<file path="src/rtl/fetch_pkg.sv">
// Shared encodings and BTB entry layout for the fetch PC unit.
package fetch_pkg;

  // Entry fields are sized for the widest supported XLEN; narrower builds zero-extend.
  localparam int unsigned BTB_XLEN_MAX = 64;

  typedef enum logic [1:0] {
    SEL_JAL  = 2'd0,
    SEL_ALU  = 2'd1,
    SEL_NONE = 2'd2
  } ex_sel_e;

  typedef struct packed {
    logic                    valid;
    logic [BTB_XLEN_MAX-1:0] tag;
    logic [BTB_XLEN_MAX-1:0] target;
  } btb_entry_t;

  function automatic logic is_redirect(input logic [1:0] sel);
    return (sel == SEL_JAL) || (sel == SEL_ALU);
  endfunction

endpackage

</file>
<file path="src/rtl/fetch_btb.sv">
// Direct-mapped branch target buffer: combinational lookup, registered update,
// asynchronous clear on rst_n.
module fetch_btb
  import fetch_pkg::*;
#(
  parameter int unsigned XLEN    = 32,
  parameter int unsigned ENTRIES = 8
) (
  input  logic            clk,
  input  logic            rst_n,
  input  logic [XLEN-1:0] lk_pc,
  output logic            lk_hit_c,
  output logic [XLEN-1:0] lk_target_c,
  input  logic            upd_write,
  input  logic            upd_inv,
  input  logic [XLEN-1:0] upd_pc,
  input  logic [XLEN-1:0] upd_target
);

  localparam int unsigned IDX_W = $clog2(ENTRIES);
  localparam int unsigned TAG_W = XLEN - IDX_W - 2;

  btb_entry_t mem [ENTRIES];

  logic [IDX_W-1:0] lk_idx;
  logic [IDX_W-1:0] upd_idx;
  logic [TAG_W-1:0] lk_tag;
  logic [TAG_W-1:0] upd_tag;
  btb_entry_t       lk_e;
  btb_entry_t       upd_e;
  logic             upd_hit;
  logic             unused_ok;

  assign lk_idx  = lk_pc[IDX_W+1:2];
  assign lk_tag  = lk_pc[XLEN-1:IDX_W+2];
  assign upd_idx = upd_pc[IDX_W+1:2];
  assign upd_tag = upd_pc[XLEN-1:IDX_W+2];

  // Fetch addresses are word aligned; the low bits never select anything.
  assign unused_ok = ^{lk_pc[1:0], upd_pc[1:0]};

  // Lookup reads the stored array, so a same-cycle write is not visible.
  assign lk_e        = mem[lk_idx];
  assign lk_hit_c    = lk_e.valid && (lk_e.tag == BTB_XLEN_MAX'(lk_tag));
  assign lk_target_c = XLEN'(lk_e.target);

  assign upd_e   = mem[upd_idx];
  assign upd_hit = upd_e.valid && (upd_e.tag == BTB_XLEN_MAX'(upd_tag));

  always_ff @(posedge clk or negedge rst_n) begin
    if (!rst_n) begin
      for (int i = 0; i < int'(ENTRIES); i++) begin
        mem[i] <= '0;
      end
    end else if (upd_write) begin
      mem[upd_idx] <= '{valid: 1'b1,
                        tag: BTB_XLEN_MAX'(upd_tag),
                        target: BTB_XLEN_MAX'(upd_target)};
    end else if (upd_inv && upd_hit) begin
      mem[upd_idx].valid <= 1'b0;
    end
  end

endmodule

</file>
<file path="src/rtl/fetch_pc_unit.sv">
// Fetch PC generator: execute-stage redirect, optional BTB prediction, PC+4.
// Define FETCH_BTB_EN to build the branch target buffer.
module fetch_pc_unit
  import fetch_pkg::*;
#(
  parameter int unsigned    XLEN        = 32,
  parameter logic [XLEN-1:0] RESET_PC   = XLEN'(32'h4000_0000),
  parameter int unsigned    BTB_ENTRIES = 8
) (
  input  logic            clk,
  input  logic            rst_n,
  input  logic            fetch_ready,
  output logic            pc_valid,
  output logic [XLEN-1:0] pc_out,
  input  logic            ex_valid,
  input  logic [1:0]      ex_sel,
  input  logic [XLEN-1:0] ex_pc,
  input  logic [XLEN-1:0] ex_imm,
  input  logic [XLEN-1:0] ex_alu,
  output logic            flush,
  output logic            misaligned
);

  logic            redirect;
  logic [XLEN-1:0] raw_target;
  logic [XLEN-1:0] target;
  logic [XLEN-1:0] pred_pc;
  logic [XLEN-1:0] pc_next;
  logic            mis_next;

  // Redirect target selection and next-PC priority: redirect > prediction > hold.
  always_comb begin
    redirect   = 1'b0;
    raw_target = ex_alu;
    pc_next    = pc_out;
    if (ex_sel == SEL_JAL) begin
      raw_target = ex_pc + ex_imm;
    end
    redirect = ex_valid && is_redirect(ex_sel);
    target   = {raw_target[XLEN-1:2], 2'b00};
    mis_next = redirect && (raw_target[1:0] != 2'b00);
    if (redirect) begin
      pc_next = target;
    end else if (pc_valid && fetch_ready) begin
      pc_next = pred_pc;
    end
  end

`ifdef FETCH_BTB_EN
  logic            btb_hit;
  logic [XLEN-1:0] btb_target;

  fetch_btb #(
    .XLEN    (XLEN),
    .ENTRIES (BTB_ENTRIES)
  ) u_btb (
    .clk         (clk),
    .rst_n       (rst_n),
    .lk_pc       (pc_out),
    .lk_hit_c    (btb_hit),
    .lk_target_c (btb_target),
    .upd_write   (redirect),
    .upd_inv     (ex_valid && !is_redirect(ex_sel)),
    .upd_pc      (ex_pc),
    .upd_target  (target)
  );

  assign pred_pc = btb_hit ? btb_target : pc_out + XLEN'(4);
`else
  assign pred_pc = pc_out + XLEN'(4);
`endif

  always_ff @(posedge clk or negedge rst_n) begin
    if (!rst_n) begin
      pc_out     <= RESET_PC;
      pc_valid   <= 1'b0;
      flush      <= 1'b0;
      misaligned <= 1'b0;
    end else begin
      pc_out     <= pc_next;
      pc_valid   <= 1'b1;
      flush      <= redirect;
      misaligned <= mis_next;
    end
  end

endmodule

</file>
<file path="config.mk">
export PLATFORM = sky130hd
export DESIGN_NAME = fetch_pc_unit
export DESIGN_NICKNAME = d
export VERILOG_FILES = /design/src/rtl/fetch_pkg.sv /design/src/rtl/fetch_btb.sv /design/src/rtl/fetch_pc_unit.sv
export SDC_FILE = /design/constraint.sdc
export NUM_CORES = 1
export LEC_CHECK = 0
export ABC_AREA = 1
export CORE_ASPECT_RATIO = 1.1
export CORE_MARGIN = 5
export CORE_UTILIZATION = 55
export CTS_BUF_LIST = sky130_fd_sc_hd__clkbuf_8
export DETAILED_ROUTE_END_ITERATION = 6
export PLACE_DENSITY = 0.95
export SLEW_MARGIN = 20
export SYNTH_ARGS = -nofsm -noshare
export SYNTH_HDL_FRONTEND = slang
export SYNTH_SLANG_ARGS = --single-unit
</file>
<file path="constraint.sdc">
create_clock -name clk -period 2.3 [get_ports clk]
set_input_delay 0.46 -clock clk [delete_from_list [all_inputs] [get_ports clk]]
set_output_delay 0.46 -clock clk [all_outputs]
set_load 0.01 [all_outputs]
</file>
# == Word level (Yosys, flattened, before mapping) ==
# Cells that the tools add are included.
# word_totals
register_bits,35
output_inout_bits,35
elab_cells,17
in_bits,102
# op_classes
add_sub_neg,2
n_mux,3
reduce_logical,7
n_eq_ne,1
# op_table
operator,n
$mux W32,3
$add A32 B3 Y32 const B,1
$add A32 B32 Y32,1
$reduce_bool A2 Y1,2
$logic_and A1 B1 Y1,3
$eq A2 B1 Y1 const B,1
$logic_not A2 Y1,1
$logic_or A1 B1 Y1,1

# == Longest topological paths before layout ==
# Gate-level depths: netlist of the first run.
# depth
depth_word,4
depth_mapped,16
mapped_depth_nobuf,16

# == Worst setup path after synthesis of the first run ==
# OpenSTA, ideal clock, no wires.
# synth_timing
kind,in2reg
start,input ex_pc[0]
end,register pc_out[12]
stages,12
arrival_ps,1931
path_slack_ps,252
setup_ps,117
t_required_ps,2183
n_path_buf,0
path_cell_list,ha_1 > fa_1 > nand2_1 > nand2_1 > and2_1 > nand3_1 > nand3_1 > xor2_1 > o21ai_0 > nand2_1 > nand2_1 > nand2_1
# synth_between
elab_chain_len,3
# synth_lines
element,line,source
"start, declared",fetch_pc_unit.sv:17,"input logic [XLEN-1:0] ex_pc,"
$add A32 B32 Y32,fetch_pc_unit.sv:37,raw_target = ex_pc + ex_imm;
$mux W32,fetch_pc_unit.sv:36,if (ex_sel == SEL_JAL) begin
$mux W32,fetch_pc_unit.sv:42,if (redirect) begin
"end signal, assigned",fetch_pc_unit.sv:80,pc_out <= pc_next;
"end, declared",fetch_pc_unit.sv:14,"output logic [XLEN-1:0] pc_out,"
# Every way passes these cells.
# A chain may end at the register's enable or synchronous reset.

# == Worst setup path after layout of the first run ==
# layout_timing
start,input ex_imm[0]
end,register pc_out[8]
# layout_between
elab_chain_len,3
# layout_lines
element,line,source
"start, declared",fetch_pc_unit.sv:18,"input logic [XLEN-1:0] ex_imm,"
$add A32 B32 Y32,fetch_pc_unit.sv:37,
$mux W32,fetch_pc_unit.sv:36,
$mux W32,fetch_pc_unit.sv:42,
# Every way passes these cells.

==> metrics.txt, run 1 <==
status=complete, no violations; Die X=100 um; CP required=2460 ps; Layout Nets=1200; FP Rows=36; clock tree root buffer cell=clkbuf_8; RSZ-0062 raised after global routing=true; diode count=0; CP Capture Type=flop; period utilisation layout=98.1%; worst reg-to-reg setup slack=520 ps; reg2reg start=pc_out[2]; area of the multi-input gates=0.00371 mm2; Pwr Density=444 mW/mm2; Vias/cell=5.55; skew final=4.80 ps; initial antenna violation count=0; final WL=17.5 mm; Post-Synth XOR/XNOR Area=5.90%; layout cells sized above 1=12.4%; Core ar.=0.00878 mm2; synthesized area=0.00490 mm2; CP startpoint kind=input pin; remaining antenna violation count=0; first-pass GRT wire length=26.6 mm; Critical R2R Capture=pc_out[16]; CTS clk-pin slew, worst paths=70 ps; CP Class=in2reg; top_reg_cell synth=dfrtp_1; Synth top area share=23.8%; Final Total Pwr=3.12 mW; Congestion Overflow GR=0; Cells after Synth=886; H-tree Lvls=2; Die H=109 um; drt wl/cell=14.8 um; Fin Setup TNS=0 ps; Adder-Cell Fraction of Synth Area=8.58%; pre-CTS WS=-331 ps; Num CTS Buffers=5; clock latency on the worst-skew pair=290 ps; Clock Tree Buf Depth=2; Post-DP HPWL=13.2 mm; number of setup violations in the final report=0; post-synthesis mux area share=0%; Yosys warning total=0; count of cell types in the netlist=38; final setup margin=44.7 ps; Iteration-0 DRC Markers=545; Worst Setup EP=pc_out[8]; post-synthesis sequential area ratio=16.9%; final weighted congestion in routability-driven placement=0.966; DP Area=0.00674 mm2; Finished Cell Area=0.00704 mm2; DRC=0; simple-gate area share of the yosys netlist=45.9%; FF-to-FF path depth=10; Post-synth ARST share=100%; VDD IR max=261 uV; largest net degree at the start of global routing=50; Synth area leader=nand2_1; Filler Cell Count=619; total track usage=29.5%; Layout area overhead=43.7%; worst-path fanout max=3; Max Cap Violations=0; Seq cells post-synth=33; Port Buf Inserts=134; DR vias=6548; number of enable flip-flop cells after synthesis=0; largest cells by area after synthesis=nand2_1 (24%), dfrtp_1 (16%), nor2_1 (10%); Synth Area in Compound Gates=10.7%; FF+latch area=827 um2; FMAX=443 MHz; CTS Hold Bufs=0; Worst Setup SP=ex_imm[0]; drt first pass iters=7; Final Critical Period=2260 ps; Leak=3.63 nW; Worst EP arrival=2420 ps; Ports=137; Final Util=80.2%; final hold vios=0; vias in the first global route=6089; hold crit path type=reg2reg; CTS tree=yes; clk sinks=33; Initial Util=55.8%; total die area=0.0109 mm2; main combinational cell family by area after synthesis=simple AND/OR/NAND/NOR gates; max-slew violations=0; Post-Syn Area per Cell=5.53 um2
[stage by stage]
| stage | hold WS (ps) | cells |
|---|---|---|
| floorplan | 164 | 887 |
| global placement | 493 | 1171 |
| detailed placement | 503 | 1171 |
| CTS | 513 | 1179 |
| global route | 554 | 1180 |
| finish | 512 | 1180 |
[area by class of cell]
class	count	area share, %
multi-input cells	705	52.6
repair buffers	192	25.5
flip-flops and latches	33	11.7
inverters	128	6.82
well taps	114	2.02
clock buffers	6	1.17
clock inverters	2	0.107
[synth_stat cells (3+ instances only)]
master / count
o21ai_0: 31
a21oi_1: 37
clkbuf_1: 9
a22oi_1: 8
and2_1: 3
nand2_1: 311
nand2_2: 5
nand4_1: 9
xor2_1: 25
dfrtp_1: 32
nor3_2: 7
buf_2: 10
a31oi_1: 3
nor2_1: 137
nor2_2: 3
xnor2_1: 8
inv_2: 3
nand3_1: 44
o21bai_1: 5
ha_1: 32
nor3_1: 12
o21ai_1: 6
inv_1: 125
[worst min-delay path by stage]
stage / cells after the start / slack [ps] / from / to
final: 2 / 510 / pc_out[30] / pc_out[30]
after global routing: 2 / 550 / pc_out[30] / pc_out[30]
after CTS: 2 / 510 / pc_out[30] / pc_out[30]
after detailed placement: 2 / 500 / pc_out[30] / pc_out[30]
after global placement: 2 / 490 / pc_out[30] / pc_out[30]
after floorplan: 0 / 160 / rst_n / flush
[metal layers]
metal / vias up / GRT usage [%] / part of all wire, %
li1: 3114 / - / -
met1: 2970 / 34.9 / 37
met2: 388 / 53.4 / 51
met3: 76 / 4.22 / 8.5
met4: 0 / 12.1 / 3.8
met5: - / 0 / 0
[cell families (layout without fill, tap and decap cells)]
logic type | Yosys count | after routing
AO/OA/AOI/OAI | 95 | 95
adder cells (fa/ha/maj) | 33 | 33
flip-flops | 33 | 33
buffers and inverters | 149 | 328
AND/OR/NAND/NOR | 541 | 541
other | 2 | 3
XOR/XNOR | 33 | 33
[report_power, final]
group,internal [mW],switching [mW],leakage (nW)
combinational,0.850,0.936,3.19
clock,0.236,0.227,0.0538
sequential,0.688,0.188,0.391
total,1.77,1.35,3.63
[repair_timing]
item	4_1_cts	5_1_grt
buffers inserted	0	1
endpoints found under the setup margin	3	20
cloned	0	0
pin swaps	0	8
resized for setup	2	49
[registers in the layout (all words and copies together) (netlist names)]
| register | flops |
|---|---|
| flush | 1 |
| pc_out | 30 |
| misaligned | 1 |
| pc_valid | 1 |
[layout by cell type (no fill, tap or decap), drive strengths merged, types with 3 or more instances in the layout]
master	count
nand2	316
nor2	141
clkdlybuf4s50	131
inv	130
buf	58
nand3	45
a21oi	39
o21ai	37
dfrtp	32
ha	32
xor2	25
nor3	21
nand4	9
xnor2	8
a22oi	8
clkbuf	6
o21bai	5
a31oi	3
conb	3
dlymetal6s2s	3
and2	3
[critical path: stages]
cell	delay, ps
clkdlybuf4s50_1	410
ha_2	220
fa_2	390
nand2_2	80
nand2_2	60
and2_4	150
nand2_1	70
nand2_1	100
xor2_1	150
o21ai_0	210
a22oi_1	100
Power figures use the tool's default switching activity.
==> run 2, diff against run 1 <==
--- a/config.mk
+++ b/config.mk
@@ -12,6 +12,7 @@
 export CTS_BUF_LIST = sky130_fd_sc_hd__clkbuf_8
 export DETAILED_ROUTE_END_ITERATION = 6
 export PLACE_DENSITY = 0.95
+export SKIP_CTS_REPAIR_TIMING = 1
 export SLEW_MARGIN = 20
 export SYNTH_ARGS = -nofsm -noshare
 export SYNTH_HDL_FRONTEND = slang
==> metrics.txt, run 2 (synthesis results as in run 1) <==
status=finished with violations (was complete, no violations); failing checks=negative setup slack; CTS tree=yes (unchanged); Hold Slack=514 ps (was 512 ps); Pwr Density=443 mW/mm2 (was 444 mW/mm2); Die X=100 um (unchanged); VDD IR max=262 uV (was 261 uV); first-pass GRT wire length=26.6 mm (about the same); Die H=109 um (unchanged); final weighted congestion in routability-driven placement=0.966 (unchanged); drt first pass iters=6 (was 7); worst-path fanout max=3 (unchanged); Final Util=80.0% (was 80.2%); Sw Ratio=43.2% (about the same); clock latency on the worst-skew pair=290 ps (about the same); Max Cap Violations=0 (unchanged); Crit path largest cell delay=410 ps (about the same); vias in the first global route=6091 (was 6089); Final Critical Period=2310 ps (was 2260 ps); Biggest register=pc_out (unchanged); clk sinks=33 (unchanged); initial antenna violation count=0 (unchanged); CP max-delay cell=clkdlybuf4s50_1 (unchanged); DP Area=0.00674 mm2 (unchanged); Post-DP HPWL=13.2 mm (unchanged); Congestion Overflow GR=0 (unchanged); sequential share of power=28.1% (was 28.0%); Logic pwr share=57.0% (was 57.2%); Vias/cell=5.56 (was 5.55); DRC=0 (unchanged); period utilisation layout=100% (was 98.1%); number of setup violations in the final report=1 (was 0); H-tree Lvls=2 (unchanged); Finished Cell Area=0.00702 mm2 (was 0.00704 mm2); number of flip-flops under the largest register name=30 (unchanged); total track usage=29.5% (unchanged); Critical Path, Cell by Cell=clkdlybuf4s50_1 > ha_2 > fa_2 > nand2_2 > nand2_2 > nand3b_1 > nand2_2 > nand2_1 > nand2_2 > nand2_1 > nand2_1 > nand2_1 > nand2_1 > o21ai_1 > a21oi_1 (was clkdlybuf4s50_1 > ha_2 > fa_2 > nand2_2 > nand2_2 > and2_4 > nand2_1 > nand2_1 > xor2_1 > o21ai_0 > a22oi_1); remaining antenna violation count=0 (unchanged); final WL=17.5 mm (about the same); layout cells sized above 1=11.9% (was 12.4%); Core ar.=0.00878 mm2 (unchanged); DR vias=6564 (was 6548); clock share of power=14.8% (about the same); P_sw=1.34 mW (was 1.35 mW); drt wl/cell=14.8 um (about the same); final hold vios=0 (unchanged); most frequent cells in the layout=nand2_1 (298), nor2_1 (133), clkdlybuf4s50_1 (131) (was nand2_1 (297), nor2_1 (131), clkdlybuf4s50_1 (131)); Num CTS Buffers=5 (unchanged); Layout area overhead=43.3% (was 43.7%); skew final=5.86 ps (was 4.80 ps); diode count=0 (unchanged); Pint=1.77 mW (about the same); hold crit path type=reg2reg (unchanged); most used cell, CP=nand2_1; clock tree root buffer cell=clkbuf_8 (unchanged); Filler Cell Count=626 (was 619); Ports=137 (unchanged); FP Rows=36 (unchanged); CP Class=in2reg (unchanged); final setup margin=-5.56 ps (was 44.7 ps); CP startpoint kind=input pin (unchanged); Fin Setup TNS=-5.56 ps (was 0 ps); FMAX=434 MHz (was 443 MHz); Iteration-0 DRC Markers=506 (was 545); CP required=2470 ps (was 2460 ps); Leak=3.63 nW (about the same); most common cell after layout, fill and taps aside=nand2_1 (unchanged); Worst EP arrival=2480 ps (was 2420 ps); largest net degree at the start of global routing=50 (unchanged); CP Capture Type=flop (unchanged); CTS clk-pin slew, worst paths=70 ps (about the same); Clock Tree Buf Depth=2 (unchanged); Initial Util=55.8% (unchanged); Layout Nets=1201 (was 1200); total die area=0.0109 mm2 (unchanged); max-slew violations=0 (unchanged); RSZ-0062 raised after global routing=true (unchanged); Port Buf Inserts=134 (unchanged)
## run 2: final timing paths
| check | start | end | slack [ps] | cells past startpoint |
|---|---|---|---|---|
| worst max-delay path | ex_imm[0] | pc_out[18] | -6 | 15 |
| worst min-delay path | pc_out[30] | pc_out[30] | 510 | 2 |
| worst max register to register | pc_out[2] | pc_out[16] | 500 | 10 |
| worst min register to register | pc_out[30] | pc_out[30] | 510 | 2 |
| max in group asynchronous | rst_n | pc_out[30] | 1370 | 2 |
| min in group asynchronous | rst_n | pc_out[11] | 580 | 2 |
## run 2: critical path: cells and delay by family
| family | cells | cell delay (ps) |
|---|---|---|
| buffers and inverters | 1 | 410 |
| AND/OR/NAND/NOR | 10 | 770 |
| AO/OA/AOI/OAI | 2 | 250 |
| adder cells (fa/ha/maj) | 2 | 580 |
## run 2: routing by layer
| layer | up-vias | GRT usage, % | part of all wire, % |
|---|---|---|---|
| li1 | 3114 | - | - |
| met1 | 2953 | 34.9 | 37 |
| met2 | 412 | 53.3 | 50 |
| met3 | 85 | 4.29 | 8.8 |
| met4 | 0 | 12.1 | 4.1 |
| met5 | - | 0 | 0 |
## run 2: through the flow
step	setup slack, ps	instances	power (mW)
floorplan	252	887	1.76
global placement	-270	1171	2.48
detailed placement	-331	1171	2.54
CTS	-44.5	1179	3.00
global route	-101	1181	3.32
finish	-5.56	1181	3.11
## run 2: power by group through the flow
stage	clock (mW)	combinational, mW	sequential [mW]
2_1_floorplan	0	0.886	0.875
3_3_place_gp	0	1.61	0.867
3_5_place_dp	0	1.67	0.876
4_1_cts	0.449	1.68	0.868
5_1_grt	0.480	1.95	0.892
6_report	0.462	1.78	0.876
## run 2: layout make-up
type / count / area [um2] / area share [%]
clock inverters: 2 / 7.51 / 0.107
inverters: 128 / 480 / 6.84
multi-input cells: 705 / 3680 / 52.4
repair buffers: 193 / 1800 / 25.7
well taps: 114 / 143 / 2.03
clock buffers: 6 / 82.6 / 1.18
flip-flops and latches: 33 / 827 / 11.8
==> run 3, diff against run 2 <==
--- a/config.mk
+++ b/config.mk
@@ -6,6 +6,7 @@
 export NUM_CORES = 1
 export LEC_CHECK = 0
 export ABC_AREA = 1
+export ABC_CLOCK_PERIOD_IN_PS = 2300
 export CORE_ASPECT_RATIO = 1.1
 export CORE_MARGIN = 5
 export CORE_UTILIZATION = 55
==> results of run 3 <==
No change in the layout: final DEF, timing and power equal those of run 2.
